$ cat config.mk
export PLATFORM = sky130hd
export DESIGN_NAME = usart_tx
export DESIGN_NICKNAME = d
export VERILOG_FILES = /design/src/rtl/usart_tx.sv
export SDC_FILE = /design/constraint.sdc
export NUM_CORES = 1
export LEC_CHECK = 0
export ABC_CLOCK_PERIOD_IN_PS = 1700
export BUFFER_PORTS_ARGS = -buffer_cell sky130_fd_sc_hd__clkbuf_2
export CORE_ASPECT_RATIO = 1.2
export CORE_MARGIN = 2
export CORE_UTILIZATION = 53
export CTS_BUF_LIST = sky130_fd_sc_hd__clkbuf_8
export DETAILED_ROUTE_END_ITERATION = 16
export PLACE_DENSITY = 0.79
export SLEW_MARGIN = 20
export SYNTH_ARGS = -nofsm -noshare
export SYNTH_HDL_FRONTEND = slang
export SYNTH_SLANG_ARGS = --single-unit
$ cat constraint.sdc
create_clock -name clk -period 1.7 [get_ports clk]
set_input_delay 0.17 -clock clk [delete_from_list [all_inputs] [get_ports clk]]
set_output_delay 0.17 -clock clk [all_outputs]
set_load 0.05 [all_outputs]
$ cat src/rtl/usart_tx.sv
// usart_tx: 8N1 serial transmitter for the CPU USART link.
// Accepts a 32-bit word on a one-cycle `controle` strobe and sends
// NUM_BYTES of it, least significant byte first, back-to-back on Tx.
// Optional feature macro: USART_TX_PARITY_EN adds an even-parity bit
// after data bit 7, making each frame 11 bits instead of 10.
module usart_tx #(
  parameter int CLKS_PER_BIT = 4,
  parameter int NUM_BYTES    = 4
) (
  input  logic        clk,
  input  logic        rst,
  input  logic        controle,
  input  logic [31:0] dado,
  output logic        Tx,
  output logic        ocupado,
  output logic        enviado
);

  localparam int BAUD_W = $clog2(CLKS_PER_BIT);
  localparam logic [BAUD_W-1:0] BAUD_LAST = BAUD_W'(CLKS_PER_BIT - 1);
  localparam logic [1:0]        BYTE_LAST = 2'(NUM_BYTES - 1);

  typedef enum logic [2:0] {
    S_IDLE,
    S_START,
    S_DATA,
`ifdef USART_TX_PARITY_EN
    S_PARITY,
`endif
    S_STOP
  } state_t;

  state_t              state_q, state_d;
  logic [BAUD_W-1:0]   baud_q, baud_d;
  logic [2:0]          bit_q, bit_d;
  logic [1:0]          byte_q, byte_d;
  // The whole word shifts right once per data bit, so after eight shifts
  // the next byte is already sitting in the low bits for the next frame.
  logic [31:0]         shreg_q, shreg_d;
  logic                tx_q, tx_d;
  logic                ocupado_q, ocupado_d;
  logic                enviado_q, enviado_d;
  logic                bit_end;
`ifdef USART_TX_PARITY_EN
  logic                par_q, par_d;
`endif

  assign bit_end = (baud_q == BAUD_LAST);

  // Next-state, counters and the registered line value for the next cycle.
  always_comb begin
    state_d   = state_q;
    baud_d    = baud_q;
    bit_d     = bit_q;
    byte_d    = byte_q;
    shreg_d   = shreg_q;
    tx_d      = tx_q;
    enviado_d = 1'b0;
`ifdef USART_TX_PARITY_EN
    par_d     = par_q;
`endif
    if (state_q != S_IDLE) baud_d = bit_end ? '0 : baud_q + 1'b1;

    case (state_q)
      S_IDLE: begin
        tx_d = 1'b1;
        if (controle) begin
          shreg_d = dado;
          byte_d  = 2'd0;
          bit_d   = 3'd0;
          baud_d  = '0;
          state_d = S_START;
          tx_d    = 1'b0;     // start bit goes out on the accepting edge
`ifdef USART_TX_PARITY_EN
          par_d   = 1'b0;
`endif
        end
      end
      S_START: begin
        if (bit_end) begin
          state_d = S_DATA;
          bit_d   = 3'd0;
          tx_d    = shreg_q[0];
        end
      end
      S_DATA: begin
        if (bit_end) begin
          shreg_d = {1'b0, shreg_q[31:1]};
`ifdef USART_TX_PARITY_EN
          par_d   = par_q ^ shreg_q[0];
`endif
          if (bit_q == 3'd7) begin
`ifdef USART_TX_PARITY_EN
            state_d = S_PARITY;
            tx_d    = par_q ^ shreg_q[0];
`else
            state_d = S_STOP;
            tx_d    = 1'b1;
`endif
          end else begin
            bit_d = bit_q + 3'd1;
            tx_d  = shreg_q[1];
          end
        end
      end
`ifdef USART_TX_PARITY_EN
      S_PARITY: begin
        if (bit_end) begin
          state_d = S_STOP;
          tx_d    = 1'b1;
        end
      end
`endif
      S_STOP: begin
        if (bit_end) begin
          if (byte_q == BYTE_LAST) begin
            state_d   = S_IDLE;
            enviado_d = 1'b1;
            tx_d      = 1'b1;
          end else begin
            byte_d  = byte_q + 2'd1;
            state_d = S_START;
            tx_d    = 1'b0;
`ifdef USART_TX_PARITY_EN
            par_d   = 1'b0;
`endif
          end
        end
      end
      default: begin
        state_d = S_IDLE;
        tx_d    = 1'b1;
      end
    endcase

    ocupado_d = (state_d != S_IDLE);
  end

  // State and output registers; reset abandons any frame in flight.
  always_ff @(posedge clk) begin
    if (!rst) begin
      state_q   <= S_IDLE;
      baud_q    <= '0;
      bit_q     <= 3'd0;
      byte_q    <= 2'd0;
      shreg_q   <= 32'd0;
      tx_q      <= 1'b1;
      ocupado_q <= 1'b0;
      enviado_q <= 1'b0;
`ifdef USART_TX_PARITY_EN
      par_q     <= 1'b0;
`endif
    end else begin
      state_q   <= state_d;
      baud_q    <= baud_d;
      bit_q     <= bit_d;
      byte_q    <= byte_d;
      shreg_q   <= shreg_d;
      tx_q      <= tx_d;
      ocupado_q <= ocupado_d;
      enviado_q <= enviado_d;
`ifdef USART_TX_PARITY_EN
      par_q     <= par_d;
`endif
    end
  end

  assign Tx      = tx_q;
  assign ocupado = ocupado_q;
  assign enviado = enviado_q;

endmodule

==> impl_metrics.py, run 1 <==
metrics = {
    "run_status": {
        "status": "finished, final reports clean",
    },
    "synthesis": {
        "synthAdderAreaFrac_pct": 2.131,
        "syn_area_per_cell_um2": 9.033,
        "yosys.cell_types.count": 37,
        "synth_fp_nets": 299,
        "synth_top_flop_cell": "dfxtp_1",
        "ys_warn_count": 0,
        "ys_seq_area_share_pct": 38.36,
        "syn_area_um2": 2349,
        "synth-edff-count": 0,
        "yosys.area_share.simple_pct": 18.43,
        "synthCells": 260,
        "synth_mux_area_share_pct": 2.877,
        "synth-compound-area-share_pct": 30.95,
        "synth_top_family_by_area": "compound AO/OA/AOI/OAI gates",
        "synth_xor_area_share_pct": 0,
        "ys_ff_latch": 45,
        "async_flop_share_pct": 0,
    },
    "worst_setup_path": {
        "r2r_cells": 4,
        "reg2reg_slack_ns": 0.1,
        "criticalPathCategory": "reg -> reg",
        "end_kind": "register",
        "cp-startpoint": "state_q[2]",
        "path_delay_family": "flip-flops",
        "rr_endpoint": "shreg_q[14]",
        "worstSetupStartpointType": "register",
        "critPathArrivalTime_ns": 1.79,
        "cp.required_ns": 1.89,
        "cp_max_fo": 31,
        "path_buf_inv": 1,
        "crit_chain": "or3b_1 -> buf_4 -> nand2_1 -> a311oi_1",
        "max_stage_delay_ns": 0.57,
        "slowest_stage": "dfxtp_1",
        "r2r_start": "state_q[2]",
    },
    "sta": {
        "finalSetupTns_ns": 0,
        "hold_viol": 0,
        "final-setup-viol-count": 0,
        "rsz0062_at_grt": "false",
        "skew_ns": 0.003690,
        "final_max_slew_viol_count": 0,
        "fmax_mhz": 624.5,
        "fin_crit_sh_pct": 94.20,
        "period_needed_ns": 1.601,
    },
    "floorplan": {
        "die_y_um": 76.92,
        "start_util_pct": 55.11,
        "die_w_um": 64.77,
        "core_area_um2": 4262,
        "rows": 26,
        "num_io_pins": 38,
        "die_area_um2": 4982,
    },
    "final_layout": {
        "nets": 331,
        "fillCellCount": 376,
        "final_core_util_pct": 62.92,
        "antenna_cells": 0,
        "drive_above_1_share_pct": 32.76,
        "syn2layout_area_growth_pct": 14.17,
    },
    "power": {
        "irDropWorstVdd_v": 0.0004875,
        "p_leak_uw": 0.001027,
        "pwr-share-seq_pct": 52.5,
        "p_int_uw": 1625,
        "comb_power_share_pct": 14.5,
        "power_density_nw_per_um2": 819.4,
        "power.share.clock_pct": 33.0,
        "switchingPower_uw": 571.7,
        "p_sw_share_pct": 26.02,
    },
    "global_routing": {
        "grt_pass1_wl_mm": 8.907,
        "antenna_found_initial": 0,
        "groute.usage.overall_pct": 22.29,
        "grt_max_degree": 32,
        "grt_pass1_vias": 1960,
        "overflow": 0,
    },
    "cts": {
        "cts_resized": 0,
        "cts-root-buf": "clkbuf_8",
        "postCtsSetupBuffers": 0,
        "clkSlewWorstSetupHoldPaths_ns": 0.08,
        "cts_buffer_depth": 2,
        "cts_buffers": 5,
        "htreeDepth": 2,
        "cts_num_sinks": 45,
        "cts_hold_buf": 0,
        "tritoncts": "built",
        "worst_skew_pair.late_latency_ns": 0.30,
    },
    "routing": {
        "drt_iter0_drc": 158,
        "vias": 2024,
        "detail-route-antenna-nets": 0,
        "routed_wl_mm": 5.120,
        "drt_first_pass_iters": 4,
        "avgViaCountPerCell": 5.799,
        "drc": 0,
        "wl_per_cell_um": 14.67,
    },
    "placed_design": {
        "place.port_buffers": 37,
        "hpwl_mm": 3.462,
        "gp_congestion": 0.8586,
    },
    "flow_run": {
        "drv_cap": 0,
    },
    "worst_hold_path": {
        "min_to": "shreg_q[4]",
        "hold_depth": 3,
        "hold_start": "dado[4]",
        "hold_class": "in -> reg",
    },
}
layout make-up:
type,instances,area (um^2),area share (%)
Multi-Input combinational cell,184,1284,47.88
Sequential cell,45,900.9,33.60
Timing Repair Buffer,52,310.3,11.57
Clock buffer,7,96.34,3.593
Tap cell,56,70.07,2.613
Inverter,4,15.01,0.5600
Clock inverter,1,5.005,0.1867
power groups by stage:
stage / clock, uW / sequential (uW) / combinational, uW
2_1_floorplan: 0 / 1170 / 235
3_3_place_gp: 0 / 1170 / 311
3_5_place_dp: 0 / 1180 / 318
4_1_cts: 743 / 1150 / 320
5_1_grt: 772 / 1160 / 353
6_report: 724 / 1150 / 320
state kept, by name (all words and copies together) (netlist names):
register,cells
shreg_q,32
bit_q,3
ocupado,1
Tx,1
state_q,3
enviado,1
baud_q,2
byte_q,2
routing by layer:
metal | track usage (%) | wire length [um]
met5 | 0 | 0
met4 | 6.596 | 80
met1 | 27.06 | 2270
met2 | 39.07 | 2576
met3 | 4.545 | 192
worst max path at each step:
stage             endpoint  slack [ns]  cells past startpoint
6_report       shreg_q[14]         0.1                      4
5_1_grt        shreg_q[14]        0.04                      4
4_1_cts        shreg_q[14]        0.09                      4
3_5_place_dp   shreg_q[13]        0.14                      4
3_3_place_gp      bit_q[1]        0.19                      5
2_1_floorplan   shreg_q[0]        0.11                      7
Yosys cell counts (2+ instances only):
library cell | number | area share, %
mux2i_1 | 3 | 1.3
nand3b_1 | 2 | 0.64
or3_1 | 3 | 0.80
nor2_1 | 4 | 0.64
a311oi_2 | 30 | 19
nand2_1 | 71 | 11
nor3_1 | 2 | 0.43
a21oi_1 | 37 | 7.9
o22ai_1 | 2 | 0.53
dfxtp_1 | 45 | 38
or3b_1 | 2 | 0.75
clkbuf_1 | 16 | 2.6
nand3_1 | 4 | 0.85
buf_2 | 4 | 0.85
buf_6 | 6 | 2.9
inv_1 | 3 | 0.48
ha_1 | 4 | 2.1
a311oi_1 | 2 | 0.75
nand2b_1 | 2 | 0.53
through the flow:
stage	cell area (um^2)	power, uW	instances	setup WS (ns)	hold WS, ns
floorplan	2349	1403	260	0.1105	0.3218
CTS	2681	2215	349	0.08770	0.1279
global placement	2580	1484	341	0.1949	0.4402
detailed placement	2580	1494	341	0.1368	0.4459
finish	2681	2197	349	0.09865	0.1349
global route	2681	2284	349	0.03695	0.1401
cell families (layout without fill, tap and decap cells):
logic type,Yosys count,after routing
simple gates,96,96
buf+inv,31,64
compound gates,78,78
mux,5,5
other cells,1,1
fa+ha+maj,4,4
flops,45,45
layout by cell type (no fill, tap or decap), types with 2 or more instances in the layout:
cell type	netlist	routed
buf_4	0	14
nor3_1	2	2
nand2b_1	2	2
nor2_1	4	3
a311oi_2	30	30
clkbuf_8	0	7
ha_1	4	4
or3_1	3	3
dfxtp_1	45	45
nand3b_1	2	2
nand3_1	4	4
clkbuf_2	0	37
a311oi_1	2	2
o22ai_1	2	2
a21oi_1	37	37
or3b_1	2	2
mux2i_1	3	3
inv_1	3	3
nand2_1	71	71
tightest hold or removal path: cells and delay by family:
kind	cells	cell delay [ns]
buffers and inverters	1	0.08
AOI/OAI and AO/OA	1	0.08
and+or+nand+nor	1	0.06
No activity file was read; power rests on OpenSTA's default activity.
==> inputs of run 2 (changes only) <==
Settings changed: ABC_CLOCK_PERIOD_IN_PS 1700 to 1430.
Clock period 1.7 ns to 1.43 ns, I/O delays scaled along.
==> impl_metrics.py, run 2 (synthesized netlist as in run 1, its figures left out) <==
metrics = {
    "floorplan": {
        "die_w_um": 64.77,
        "core_area_um2": 4262,
        "num_io_pins": 38,
        "die_y_um": 76.92,
        "die_area_um2": 4982,
        "start_util_pct": 55.11,
        "rows": 26,
    },
    "cts": {
        "cts-root-buf": "clkbuf_8",
        "htreeDepth": 2,
        "worst_skew_pair.late_latency_ns": 0.30,
        "cts_buffers": 5,
        "cts_buffer_depth": 2,
        "tritoncts": "built",
        "cts_num_sinks": 45,
        "postCtsSetupBuffers": 0,
        "cts_hold_buf": 0,
        "clkSlewWorstSetupHoldPaths_ns": 0.08,
    },
    "final_layout": {
        "fin_area_um2": 2831,
        "regMostFlops": "shreg_q",
        "final_common_cell": "nand2_1",
        "antenna_cells": 0,
        "nets": 337,
        "mostFrequentLayoutCells": "nand2_1 (71), dfxtp_1 (40), clkbuf_2 (37)",
        "top_regs": "shreg_q (32), bit_q (3), state_q (3)",
        "largest_register_ffs": 32,
        "drive_above_1_share_pct": 38.80,
        "syn2layout_area_growth_pct": 20.56,
    },
    "routing": {
        "drc": 0,
        "detail-route-antenna-nets": 0,
        "avgViaCountPerCell": 5.746,
        "wl_per_cell_um": 15.23,
        "routed_wl_mm": 5.408,
        "drt_iter0_drc": 125,
        "drt_first_pass_iters": 4,
        "vias": 2040,
    },
    "power": {
        "finalPower_uw": 2544,
        "irDropWorstVdd_v": 0.0005803,
        "power_density_nw_per_um2": 898.5,
        "p_leak_uw": 0.001062,
    },
    "global_routing": {
        "overflow": 0,
        "grt_max_degree": 28,
        "antenna_found_initial": 0,
        "grt_pass1_vias": 1916,
        "grt_pass1_wl_mm": 8.997,
        "groute.usage.overall_pct": 22.79,
    },
    "sta": {
        "rsz0062_at_grt": "true",
        "skew_ns": 0.008690,
        "fin_crit_sh_pct": 98.86,
        "fmax_mhz": 707.4,
        "hold_viol": 0,
        "period_needed_ns": 1.414,
        "final_max_slew_viol_count": 0,
        "final-setup-viol-count": 0,
        "fin_ws_ns": 0.01633,
        "fin_hold_ws_ns": 0.1027,
    },
    "placed_design": {
        "pre_cts_ws_ns": -0.09459,
        "dpl_cell_area_um2": 2615,
        "place.port_buffers": 37,
        "hpwl_mm": 3.502,
        "gp_congestion": 0.8083,
    },
    "worst_setup_path": {
        "r2r_start": "bit_q[0]",
        "criticalPathCategory": "reg -> reg",
        "cp.required_ns": 1.65,
        "worstSetupStartpointType": "register",
        "critPathArrivalTime_ns": 1.63,
        "cp-endpoint": "bit_q[2]",
        "cp_max_fo": 3,
        "end_kind": "register",
        "cp-startpoint": "bit_q[0]",
        "r2r_cells": 5,
        "rr_endpoint": "bit_q[2]",
        "reg2reg_slack_ns": 0.02,
    },
    "run_status": {
        "status": "finished, final reports clean",
    },
    "worst_hold_path": {
        "hold_depth": 3,
        "hold_class": "in -> reg",
    },
    "flow_run": {
        "drv_cap": 0,
    },
}
-- run 2: metal layers --
metal	vias to the layer above	track usage [%]	wire (um)
li1	1014	-	-
met4	0	8.511	72
met3	6	5.132	167
met1	981	29.95	2401
met5	-	0	0
met2	39	36.19	2767
-- run 2: worst max-delay path: stages (launching register included) --
cell,delay [ns]
dfxtp_2,0.34
ha_4,0.16
ha_4,0.16
nand4bb_4,0.20
a31oi_4,0.23
mux2i_1,0.24
-- run 2: final cells by class --
cell class	instances	area, um^2
multi-input combinational	185	1385
fill	345	1430
inverter	4	15.01
tap	56	70.07
sequential	45	907.1
clock buffer	5	68.82
timing repair buffer	57	370.4
clock inverter	3	15.01
-- run 2: power by group --
group          switching [uW]  internal (uW)
Combinational             220            187
Clock                     432            332
Sequential               47.8           1330
-- run 2: what timing repair did --
item | 4_1_cts | 5_1_grt
setup endpoints to repair | 35 | 35
pin swaps | 4 | 3
resized for setup | 8 | 20
cloned | 1 | 1
-- run 2: how the worst min path moves through the flow --
stage                   from          end  slack [ns]
floorplan           controle  shreg_q[31]        0.29
global placement    dado[20]  shreg_q[20]        0.42
detailed placement  dado[14]  shreg_q[14]        0.42
CTS                  dado[7]   shreg_q[7]        0.10
global route         dado[7]   shreg_q[7]        0.10
finish              dado[20]  shreg_q[20]        0.10
-- run 2: per-stage QoR --
step           setup TNS, ns  cells  util (%)
2_1_floorplan         -3.258    260         -
3_3_place_gp          -1.606    345     61.36
3_5_place_dp          -2.794    345     61.36
4_1_cts                    0    354     64.39
5_1_grt             -0.05493    355     66.44
6_report                   0    355     66.44
==> inputs of run 3 (changes only) <==
Settings changed: ABC_AREA from default to 1, CORE_UTILIZATION 53 to 52, PLACE_DENSITY 0.79 to 0.78.
==> impl_metrics.py, run 3 <==
metrics = {
    "run_status": {
        "status": "finished, violations left",
        "violations": "negative setup slack",
    },
    "worst_setup_path": {
        "max_stage_delay_ns": 0.33,
        "end_kind": "register",
        "cp_max_fo": 6,
        "criticalPathCategory": "reg -> reg",
        "slowest_stage": "dfxtp_2",
        "crit_chain": "ha_1 -> ha_2 -> nand3_1 -> nand2_2 -> nor2_4 -> nand3_2 -> nand2_1 -> nor2_1",
        "critPathArrivalTime_ns": 1.63,
        "worstSetupStartpointType": "register",
        "cp.required_ns": 1.62,
    },
    "final_layout": {
        "syn2layout_area_growth_pct": 19.40,
        "fin_cells": 445,
        "final_core_util_pct": 64.29,
        "regMostFlops": "shreg_q",
        "top_regs": "shreg_q (32), bit_q (3), state_q (3)",
        "drive_above_1_share_pct": 22.62,
        "mostFrequentLayoutCells": "nand2_1 (118), nor2_1 (73), dfxtp_1 (42)",
        "largest_register_ffs": 32,
        "nets": 427,
        "final_common_cell": "nand2_1",
        "antenna_cells": 0,
    },
    "cts": {
        "cts_buffer_depth": 2,
        "htreeDepth": 2,
        "cts-root-buf": "clkbuf_8",
        "worst_skew_pair.late_latency_ns": 0.30,
        "cts_hold_buf": 0,
        "cts_num_sinks": 45,
        "tritoncts": "built",
        "cts_buffers": 5,
        "clkSlewWorstSetupHoldPaths_ns": 0.09,
    },
    "flow_run": {
        "drv_cap": 0,
    },
    "worst_hold_path": {
        "hold_class": "in -> reg",
    },
    "sta": {
        "hold_viol": 0,
        "skew_ns": 0.008859,
        "final_max_slew_viol_count": 0,
        "period_needed_ns": 1.440,
        "fmax_mhz": 694.5,
        "rsz0062_at_grt": "true",
        "final-setup-viol-count": 2,
        "fin_crit_sh_pct": 100.7,
        "fin_ws_ns": -0.009835,
    },
    "floorplan": {
        "num_io_pins": 38,
        "start_util_pct": 53.85,
        "rows": 26,
        "die_w_um": 64.41,
        "die_area_um2": 4927,
        "die_y_um": 76.49,
        "core_area_um2": 4229,
    },
    "synthesis": {
        "yosys-top-cells-area": "dfxtp_1 (40%), nand2_1 (20%), nor2_1 (12%), o21ai_0 (4.6%), buf_6 (3.0%)",
        "synth_commonest_cells": "nand2_1 (121), nor2_1 (73), dfxtp_1 (45)",
        "async_flop_share_pct": 0,
        "yosys.cell_types.count": 30,
        "synth-edff-count": 0,
        "synth_top_flop_cell": "dfxtp_1",
        "synthMostInstantiatedCell": "nand2_1",
        "ys_ff_latch": 45,
        "syn_area_per_cell_um2": 6.620,
        "synth_top_cell_by_area": "dfxtp_1",
        "ys_warn_count": 0,
        "syn_area_um2": 2277,
        "synthCells": 344,
        "synth_top_area_share_pct": 39.56,
        "synth_fp_nets": 383,
        "ys_seq_area_share_pct": 39.56,
    },
    "routing": {
        "route.met2.wl_mm": 2.516,
        "wl_met3_um": 225,
        "wl_per_cell_um": 11.33,
        "drt_iter0_drc": 161,
        "detail-route-antenna-nets": 0,
        "avgViaCountPerCell": 4.935,
        "m1WireLength_mm": 2.247,
        "top_layer": "met4",
        "drt_first_pass_iters": 4,
        "vias": 2196,
        "drc": 0,
        "routed_wl_mm": 5.040,
    },
    "placed_design": {
        "place.port_buffers": 37,
        "gp_congestion": 0.8686,
        "hpwl_mm": 3.339,
        "place_inst": 433,
    },
    "power": {
        "irDropWorstVdd_v": 0.0006645,
        "power_density_nw_per_um2": 933.5,
        "p_leak_uw": 0.001411,
    },
    "global_routing": {
        "grt_max_degree": 21,
        "grt_pass1_wl_mm": 8.286,
        "grt_pass1_vias": 1977,
        "antenna_found_initial": 0,
        "overflow": 0,
        "groute.usage.overall_pct": 20.92,
    },
}
run 3: logic make-up after synthesis:
kind of cell,share of synthesized area [%]
buf+inv,7.692
simple gates,38.63
fa+ha+maj,2.198
flops,39.56
other cells,0.1647
compound gates,11.76
run 3: final cells by class:
| class | count | area (um^2) |
|---|---|---|
| well taps | 56 | 70.07 |
| flip-flops and latches | 45 | 904.6 |
| repair buffers | 53 | 354.1 |
| clock inverters | 3 | 13.76 |
| clock buffers | 5 | 68.82 |
| fillers | 375 | 1510 |
| multi-input cells | 269 | 1252 |
| inverters | 14 | 55.05 |
run 3: layer usage:
| metal | GRT usage [%] | vias up |
|---|---|---|
| met4 | 7.447 | 0 |
| met2 | 36.56 | 56 |
| met1 | 24.67 | 973 |
| li1 | - | 1163 |
| met5 | 0 | - |
| met3 | 4.874 | 4 |
run 3: worst max-delay path, delay by kind of cell (launching register included):
| family | cells | cell delay (ns) |
|---|---|---|
| AND/OR/NAND/NOR | 6 | 0.62 |
| flip-flops | 1 | 0.33 |
| adder cells (fa/ha/maj) | 2 | 0.37 |
run 3: timing repair:
| item | CTS | global route |
|---|---|---|
| setup buffers | 0 | 4 |
| gates resized for setup | 0 | 18 |
| setup endpoints to repair | 0 | 40 |
| endpoints found under the hold margin | 0 | 0 |
run 3: worst paths after layout:
| kind | slack (ns) | start | depth (start not counted) | end |
|---|---|---|---|---|
| worst min-delay path | 0.11 | dado[31] | 3 | shreg_q[31] |
| worst max-delay path | -0.01 | bit_q[0] | 8 | bit_q[0] |
| worst min register to register | 0.49 | shreg_q[31] | 2 | shreg_q[31] |
| worst max register to register | -0.01 | bit_q[0] | 8 | bit_q[0] |
run 3: power by group:
| group | leakage [uW] | switching [uW] | total [uW] | internal, uW |
|---|---|---|---|---|
| clock network | 0.0000491 | 425 | 757 | 332 |
| registers | 0.000371 | 50.7 | 1390 | 1340 |
| logic | 0.000991 | 220 | 393 | 173 |
| total | 0.00141 | 695 | 2540 | 1840 |
run 3: through the flow:
step / worst slack (ns) / hold WS, ns / total power [uW] / setup TNS (ns) / area [um^2]
5_1_grt: -0.08289 / 0.1020 / 2664 / -0.2606 / 2719
6_report: -0.009835 / 0.1074 / 2538 / -0.01505 / 2719
3_5_place_dp: 0.03995 / 0.4103 / 1788 / 0 / 2540
3_3_place_gp: 0.07279 / 0.4073 / 1778 / 0 / 2540
2_1_floorplan: 0.1754 / 0.3073 / 1668 / 0 / 2277
4_1_cts: 0.01440 / 0.09295 / 2531 / 0 / 2623
